[src/rtl/seqdet_pkg.sv]
// Shared definitions for the serial sequence generator/detector pair:
// FSM state encoding, default pattern geometry and PRBS7 constants.
package seqdet_pkg;

  typedef enum logic [1:0] {
    IDLE = 2'b00,
    SEND = 2'b01,
    GAP  = 2'b10,
    DONE = 2'b11
  } state_t;

  localparam int           DEFAULT_PAT_W  = 5;
  localparam logic [4:0]   DETECT_PATTERN = 5'b10101;

  // PRBS7 polynomial x^7 + x^6 + 1: feedback from bits 6 and 5.
  localparam logic [6:0]   PRBS7_SEED     = 7'h7F;
  localparam logic [6:0]   PRBS7_TAPS     = 7'b110_0000;

endpackage

[src/rtl/sequence_tx_prbs7_gen.sv]
// PRBS7 (x^7+x^6+1) generator; advances one step per enabled cycle.
// out_bit is the current MSB of the LFSR.
module prbs7_gen
  import seqdet_pkg::*;
(
  input  logic clock,
  input  logic reset,
  input  logic enable,
  output logic out_bit
);

  logic [6:0] lfsr_q;

  // LFSR register: seeded on reset, shifts left with XOR feedback when enabled.
  always_ff @(posedge clock) begin
    if (!reset) begin
      lfsr_q <= PRBS7_SEED;
    end else if (enable) begin
      lfsr_q <= {lfsr_q[5:0], ^(lfsr_q & PRBS7_TAPS)};
    end
  end

  assign out_bit = lfsr_q[6];

endmodule

[src/rtl/sequence_tx.sv]
// Serial pattern transmitter: sends a PAT_W-bit pattern MSB-first,
// repeat_cnt times, with gap_cycles idle cycles between frames.
// Optional macro SEQUENCE_TX_PRBS_FILL_EN fills gap cycles with PRBS7 data.
module sequence_tx
  import seqdet_pkg::*;
#(
  parameter int PAT_W = DEFAULT_PAT_W,
  parameter int CNT_W = 8,
  parameter int GAP_W = 4
) (
  input  logic             clock,
  input  logic             reset,
  input  logic             start,
  input  logic [PAT_W-1:0] pattern_in,
  input  logic [CNT_W-1:0] repeat_cnt,
  input  logic [GAP_W-1:0] gap_cycles,
  output logic             output_bit,
  output logic             bit_valid,
  output logic             busy,
  output logic             done
);

  localparam int               BC_W     = $clog2(PAT_W);
  localparam logic [BC_W-1:0]  LAST_BIT = BC_W'(PAT_W - 1);

  state_t            state_q,   state_d;
  logic [PAT_W-1:0]  shreg_q,   shreg_d;
  logic [PAT_W-1:0]  pat_q,     pat_d;
  logic [CNT_W-1:0]  frames_q,  frames_d;
  logic [GAP_W-1:0]  gap_len_q, gap_len_d;
  logic [GAP_W-1:0]  gap_q,     gap_d;
  logic [BC_W-1:0]   bit_q,     bit_d;

  logic out_bit_d, valid_d, busy_d, done_d;
  logic fill_bit;

`ifdef SEQUENCE_TX_PRBS_FILL_EN
  logic prbs_en;
  logic prbs_bit;

  // Advances exactly once for every gap cycle presented on the output.
  assign prbs_en  = (state_d == GAP);
  assign fill_bit = prbs_bit;

  prbs7_gen u_prbs (
    .clock   (clock),
    .reset   (reset),
    .enable  (prbs_en),
    .out_bit (prbs_bit)
  );
`else
  assign fill_bit = 1'b0;
`endif

  // Next-state, counter and next-output logic. Outputs are computed from the
  // next state so that they can be registered with the state itself.
  always_comb begin
    state_d   = state_q;
    shreg_d   = shreg_q;
    pat_d     = pat_q;
    frames_d  = frames_q;
    gap_len_d = gap_len_q;
    gap_d     = gap_q;
    bit_d     = bit_q;

    unique case (state_q)
      IDLE: begin
        if (start) begin
          pat_d     = pattern_in;
          frames_d  = repeat_cnt;
          gap_len_d = gap_cycles;
          bit_d     = '0;
          gap_d     = '0;
          if (repeat_cnt == '0) begin
            state_d = DONE;
          end else begin
            state_d = SEND;
            shreg_d = pattern_in;
          end
        end
      end

      SEND: begin
        if (bit_q == LAST_BIT) begin
          bit_d = '0;
          if (frames_q == CNT_W'(1)) begin
            frames_d = '0;
            state_d  = DONE;
          end else begin
            frames_d = frames_q - CNT_W'(1);
            if (gap_len_q == '0) begin
              shreg_d = pat_q;
            end else begin
              gap_d   = gap_len_q;
              state_d = GAP;
            end
          end
        end else begin
          shreg_d = shreg_q << 1;
          bit_d   = bit_q + BC_W'(1);
        end
      end

      GAP: begin
        if (gap_q == GAP_W'(1)) begin
          gap_d   = '0;
          shreg_d = pat_q;
          bit_d   = '0;
          state_d = SEND;
        end else begin
          gap_d = gap_q - GAP_W'(1);
        end
      end

      DONE: begin
        state_d = IDLE;
      end

      default: begin
        state_d = IDLE;
      end
    endcase

    valid_d   = (state_d == SEND);
    busy_d    = (state_d != IDLE);
    done_d    = (state_d == DONE);
    out_bit_d = 1'b0;
    if (state_d == SEND) begin
      out_bit_d = shreg_d[PAT_W-1];
    end else if (state_d == GAP) begin
      out_bit_d = fill_bit;
    end
  end

  // State, counters and registered outputs; reset aborts any job at once.
  always_ff @(posedge clock) begin
    if (!reset) begin
      state_q    <= IDLE;
      shreg_q    <= '0;
      pat_q      <= '0;
      frames_q   <= '0;
      gap_len_q  <= '0;
      gap_q      <= '0;
      bit_q      <= '0;
      output_bit <= 1'b0;
      bit_valid  <= 1'b0;
      busy       <= 1'b0;
      done       <= 1'b0;
    end else begin
      state_q    <= state_d;
      shreg_q    <= shreg_d;
      pat_q      <= pat_d;
      frames_q   <= frames_d;
      gap_len_q  <= gap_len_d;
      gap_q      <= gap_d;
      bit_q      <= bit_d;
      output_bit <= out_bit_d;
      bit_valid  <= valid_d;
      busy       <= busy_d;
      done       <= done_d;
    end
  end

endmodule

[config.mk]
export PLATFORM = sky130hd
export DESIGN_NAME = sequence_tx
export DESIGN_NICKNAME = d
export VERILOG_FILES = /design/src/rtl/seqdet_pkg.sv /design/src/rtl/sequence_tx_prbs7_gen.sv /design/src/rtl/sequence_tx.sv
export SDC_FILE = /design/constraint.sdc
export NUM_CORES = 1
export LEC_CHECK = 0
export BUFFER_PORTS_ARGS = -buffer_cell sky130_fd_sc_hd__buf_2
export CORE_ASPECT_RATIO = 1.75
export CORE_MARGIN = 2
export CORE_UTILIZATION = 50
export CTS_CLUSTER_DIAMETER = 100
export DETAILED_ROUTE_END_ITERATION = 7
export GPL_TIMING_DRIVEN = 0
export PLACE_DENSITY = 0.7
export SYNTH_ARGS = -nofsm -noshare
export SYNTH_HDL_FRONTEND = slang
export SYNTH_SLANG_ARGS = --single-unit
[constraint.sdc]
create_clock -name clock -period 2.7 [get_ports clock]
set_clock_uncertainty 0.15 [all_clocks]
set_input_delay 0.405 -clock clock [delete_from_list [all_inputs] [get_ports clock]]
set_output_delay 0.405 -clock clock [all_outputs]
set_load 0.01 [all_outputs]
# [Word-level counts from Yosys, hierarchy flattened]
# Cells that the tools add are included.
[totals] reg_bits=35 latchBits=0 ram_bits=0 romBits=0 input_bits=20 output_inout_bits=4 wordCells=71 n_memories=0
[op_classes] n_addsub=3 multipliers=0 div=0 order_cmp=0 eq_ne=16 shifts=0 mux=28 bitwise=0 n_reduce_logical=12
[op_table] op="two-way mux 5 bit" count=6
[op_table] op="two-way mux 8 bit" count=3
[op_table] op="two-way mux 4 bit" count=5
[op_table] op="one-hot mux 8 bit (2 select lines)" count=1
[op_table] op="one-hot mux 5 bit (3 select lines)" count=1
[op_table] op="two-way mux 2 bit" count=6
[op_table] op="!= test 2 bit (second input constant)" count=6
[op_table] op="one-hot mux 4 bit (3 select lines)" count=1
[op_table] op="two-way mux 3 bit" count=3
[op_table] op="one-hot mux 3 bit (3 select lines)" count=1
[op_table] op="== test 8 x 1 -> 1 bit (second input constant)" count=1
[op_table] op="zero test 8 bit" count=1
[op_table] op="one-hot mux 2 bit (4 select lines)" count=1
[op_table] op="subtractor 8 x 1 -> 8 bit (second input constant)" count=1
[op_table] op="== test 2 bit (second input constant)" count=3
[op_table] op="!= test 3 bit (second input constant)" count=2
[op_table] op="AND reduction 3 bit" count=2
[op_table] op="AND reduction 6 bit" count=1
[op_table] op="AND reduction 5 bit" count=1
[op_table] op="== test 2 x 1 -> 1 bit (second input constant)" count=2
[op_table] op="== test 4 x 1 -> 1 bit (second input constant)" count=1
[op_table] op="zero test 4 bit" count=1
[op_table] op="AND reduction 2 bit" count=2
[op_table] op="nonzero test 2 bit" count=2
[op_table] op="other kinds (5)" count=5

# [Longest topological paths before layout]
[logic_depth] ltp_word=7 ltp_mapped=9 mapped_depth_nobuf=7

# [Worst setup path before layout]
# OpenSTA, ideal clock, no wires.
[synth_path] path_kind="register to register" start="reg state_q[1]" end="reg frames_q[2]" setup_ns=0.117 arrival_time_ns=1.840 required_ns=2.433 setup_slack_ns=0.593 stages_incl_launch_ff=9 path_buffers=2 synth_period_minus_slack_ns=2.107 path_cell_list="dfxtp_1 inv_1 ha_1 buf_2 a21boi_0 a21oi_1 clkbuf_1 o21ai_0 a32o_1"
[synth_between] elab_chain_cells=3 elab_cells_between_ends=7 classes_between="3 x eq/ne; 1 x mux; 3 x reduce/logical"
[synth_rtl] element="from (decl)" line="sequence_tx.sv:26" rtl="state_t state_q, state_d;"
[synth_rtl] element="from (signal assigned)" line="sequence_tx.sv:150" rtl="state_q <= state_d;"
[synth_rtl] element="== test 2 x 1 -> 1 bit or zero test 2 bit (tied branches)" line="sequence_tx.sv:66" rtl="unique case (state_q)"
[synth_rtl] element="!= test 2 bit (no line) or nonzero test 2 bit (tied branches)"
[synth_rtl] element="AND reduction 3 bit (no line)"
[synth_rtl] element="to (signal assigned)" line="sequence_tx.sv:153" rtl="frames_q <= frames_d;"
[synth_rtl] element="to (decl)" line="sequence_tx.sv:29" rtl="logic [CNT_W-1:0] frames_q, frames_d;"
# Several ways; a longest one is shown, not always the timed one.
# A chain may end at the register's enable or synchronous reset.

# [Worst setup path in the final report]
[layout_path] start="reg state_q[1]" end="reg frames_q[3]"
# The elaborated chain is that of the path after synthesis.

==> out/metrics.cfg <==
[run_status]
status = finished clean

[die]
coreArea_um2 = 3870
pin_count = 24
die-area_um2 = 4590
row_count = 30
dieHeight_um = 88.2
die_w_um = 52.1
initial_core_util = 0.524

[critical_path]
cp-start-kind = register
worst-path-stages = 8
ff2ff_path_depth = 8
critPathMaxFanout = 10
worst-setup-path-type = reg2reg
regToRegEndpoint = frames_q[3]$_SDFFE_PN0P_
cp.arrival_ns = 2.46
crit_end = frames_q[3]$_SDFFE_PN0P_
cp_slowest_cell = dfxtp_1
critPathLaunch = state_q[1]$_SDFF_PN0_
r2r_slack_ns = 0.26
cp_num_buf_inv = 3
path_delay_family = compound AO/OA/AOI/OAI gates
cp-end-kind = register
cp.required_ns = 2.72
slowest_delay_ns = 0.40
timing.rr.start = state_q[1]$_SDFF_PN0_
worstPathCellList = inv_1 -> ha_1 -> buf_2 -> a21boi_1 -> a21oi_1 -> clkbuf_2 -> o21ai_0 -> a32o_1

[timing]
fmax_mhz = 410
setup_violations = 0
hold_viol = 0
fin_crit_sh = 0.903
tns_ns = 0
slew_headroom = 0.595
tightestPinTransition_ns = 0.605
fin_crit_ns = 2.44
rsz0062_at_grt = no
final_max_slew_viol_count = 0

[global_routing]
gr-total-overflow = 0
grt_max_degree = 11
antenna_found_initial = 0
grt_pass1_wl_mm = 7.87
grt_pass1_vias = 1780
track_usage = 0.231

[synth]
seq_area_frac_synth = 0.346
async_flop_share = 0
ys_warn_count = 0
synth_cell_types = 52
synthCells = 245
synth_nets = 275
syn_area_um2 = 2020
avgSynthCellArea_um2 = 8.26
synth-main-ff-cell = dfxtp_1
synth-edff-count = 0
ys_seq_elements = 35

[place]
dp_hpwl_mm = 3.79
port_buffers = 22
globalplace.congestion = 0.895

[routing]
drc_errors = 0
routed-wl-met3_um = 198
final_antenna_net_count = 0
wl_met2_mm = 2.69
wirelength_met1_mm = 1.97
drt_iter0_drc = 77
drt-total-wl_mm = 4.97
num_vias = 1875
vias_per_cell = 5.80
wire_per_inst_um = 15.4
firstDrtPassIters = 4
top_layer_used = met4

[pwr]
ir_drop_mv = 0.746
total_power_mw = 2.65
power_density_nw_per_um2 = 1150
leakage_nw = 0.928

[final_layout]
final_nets = 304
final_common_cell = nand2_1
drive_gt1_frac = 0.171
seqCellArea_um2 = 701
final_cell_mix = 41 x nand2_1, 35 x dfxtp_1, 24 x buf_2
area_delta_synth_final_pct = 13.7
multiInputGateArea_um2 = 1210
nFillCells = 379
diodes = 0

[cts]
post_cts_buffers = 0
cts.path.max_buffers = 2
postCtsHoldBufs = 0
cts_tree = done
cts_sinks = 35
htree_levels = 2
path_clk_slew_ns = 0.07
cts_buffers = 5
cts_root_buffer = clkbuf_8
clock_latency_ns = 0.29

[hold_path]
hp-class = in2reg

[job]
drv_cap = 0

[worst min path at each step]
stage	startpoint	to	depth (start not counted)
6_report	gap_cycles[0]	gap_len_q[0]$_SDFFE_PN0P_	3
2_1_floorplan	pat_q[4]$_SDFFE_PN0P_	pat_q[4]$_SDFFE_PN0P_	2
4_1_cts	gap_cycles[0]	gap_len_q[0]$_SDFFE_PN0P_	3
5_1_grt	gap_cycles[3]	gap_len_q[3]$_SDFFE_PN0P_	3
3_3_place_gp	pat_q[1]$_SDFFE_PN0P_	pat_q[1]$_SDFFE_PN0P_	2
3_5_place_dp	pat_q[4]$_SDFFE_PN0P_	pat_q[4]$_SDFFE_PN0P_	2
[worst reg2reg max path, cell delays in order, from the launching register on]
cell	delay (ns)
dfxtp_1	0.40
inv_1	0.10
ha_1	0.23
buf_2	0.19
a21boi_1	0.22
a21oi_1	0.35
clkbuf_2	0.28
o21ai_0	0.15
a32o_1	0.27
[synth_stat cells, types with 3 or more instances]
cell type	count	area share
nor2b_1	7	0.022
a21oi_1	5	0.012
clkbuf_1	7	0.013
nor3_1	7	0.017
mux2i_1	5	0.025
a2bb2oi_1	4	0.017
and2_1	4	0.012
inv_1	18	0.033
nor2_1	8	0.015
a31oi_1	5	0.015
ha_1	10	0.062
a21boi_0	11	0.041
a32o_1	7	0.035
o21ai_0	16	0.040
nand3_1	6	0.015
o211ai_1	3	0.011
nand2_1	41	0.076
and3_1	3	0.0093
o32ai_1	3	0.013
dfxtp_1	35	0.35
[kinds of logic after synthesis]
| group | count (synthesis) | share of synthesized area |
|---|---|---|
| and+or+nand+nor | 92 | 0.235 |
| xor gates and xnor gates | 2 | 0.00865 |
| DFF | 35 | 0.346 |
| muxes | 5 | 0.0247 |
| buffers and inverters | 30 | 0.0606 |
| AOI/OAI and AO/OA | 71 | 0.263 |
| adders and majority gates | 10 | 0.0618 |
[stage by stage]
stage                     instances  cell area (um2)  hold WS, ns   util  setup slack [ns]
after floorplan                 245             2020        0.289      -             0.593
after global placement          315             2190        0.303  0.568            0.0811
after detailed placement        315             2190        0.317  0.568            0.0898
after CTS                       323             2290        0.221  0.594            0.0691
after global routing            323             2300        0.231  0.595            0.0681
final                           323             2300        0.216  0.595             0.262
[area by class of cell]
type	instances	share of cell area
Clock buffer	8	0.0435
Inverter	19	0.0310
Sequential cell	35	0.305
Multi-Input combinational cell	180	0.524
Buffer	11	0.0228
Timing Repair Buffer	22	0.0479
Tap cell	48	0.0261
[sequential cells by signal, summed over array words and instances (netlist names)]
register    cells
bit_q           3
shreg_q         5
busy            1
output_bit      1
done            1
state_q         2
frames_q        8
gap_q           4
gap_len_q       4
bit_valid       1
pat_q           5
[metal layers]
| metal | global-route usage | up-vias |
|---|---|---|
| met5 | 0 | - |
| met4 | 0.112 | 0 |
| met3 | 0.0410 | 14 |
| met2 | 0.446 | 55 |
| met1 | 0.225 | 870 |
| li1 | - | 936 |
[where the power goes]
part	leakage [nW]	switching, mW	internal [mW]
clock	0.0515	0.190	0.233
combinational	0.590	0.858	0.545
sequential	0.287	0.145	0.681
total	0.928	1.19	1.46
[what timing repair did]
item,CTS,global route
resized for setup,0,4
hold endpoints to repair,0,0
setup endpoints to repair,0,9
Power figures use the tool's default switching activity.
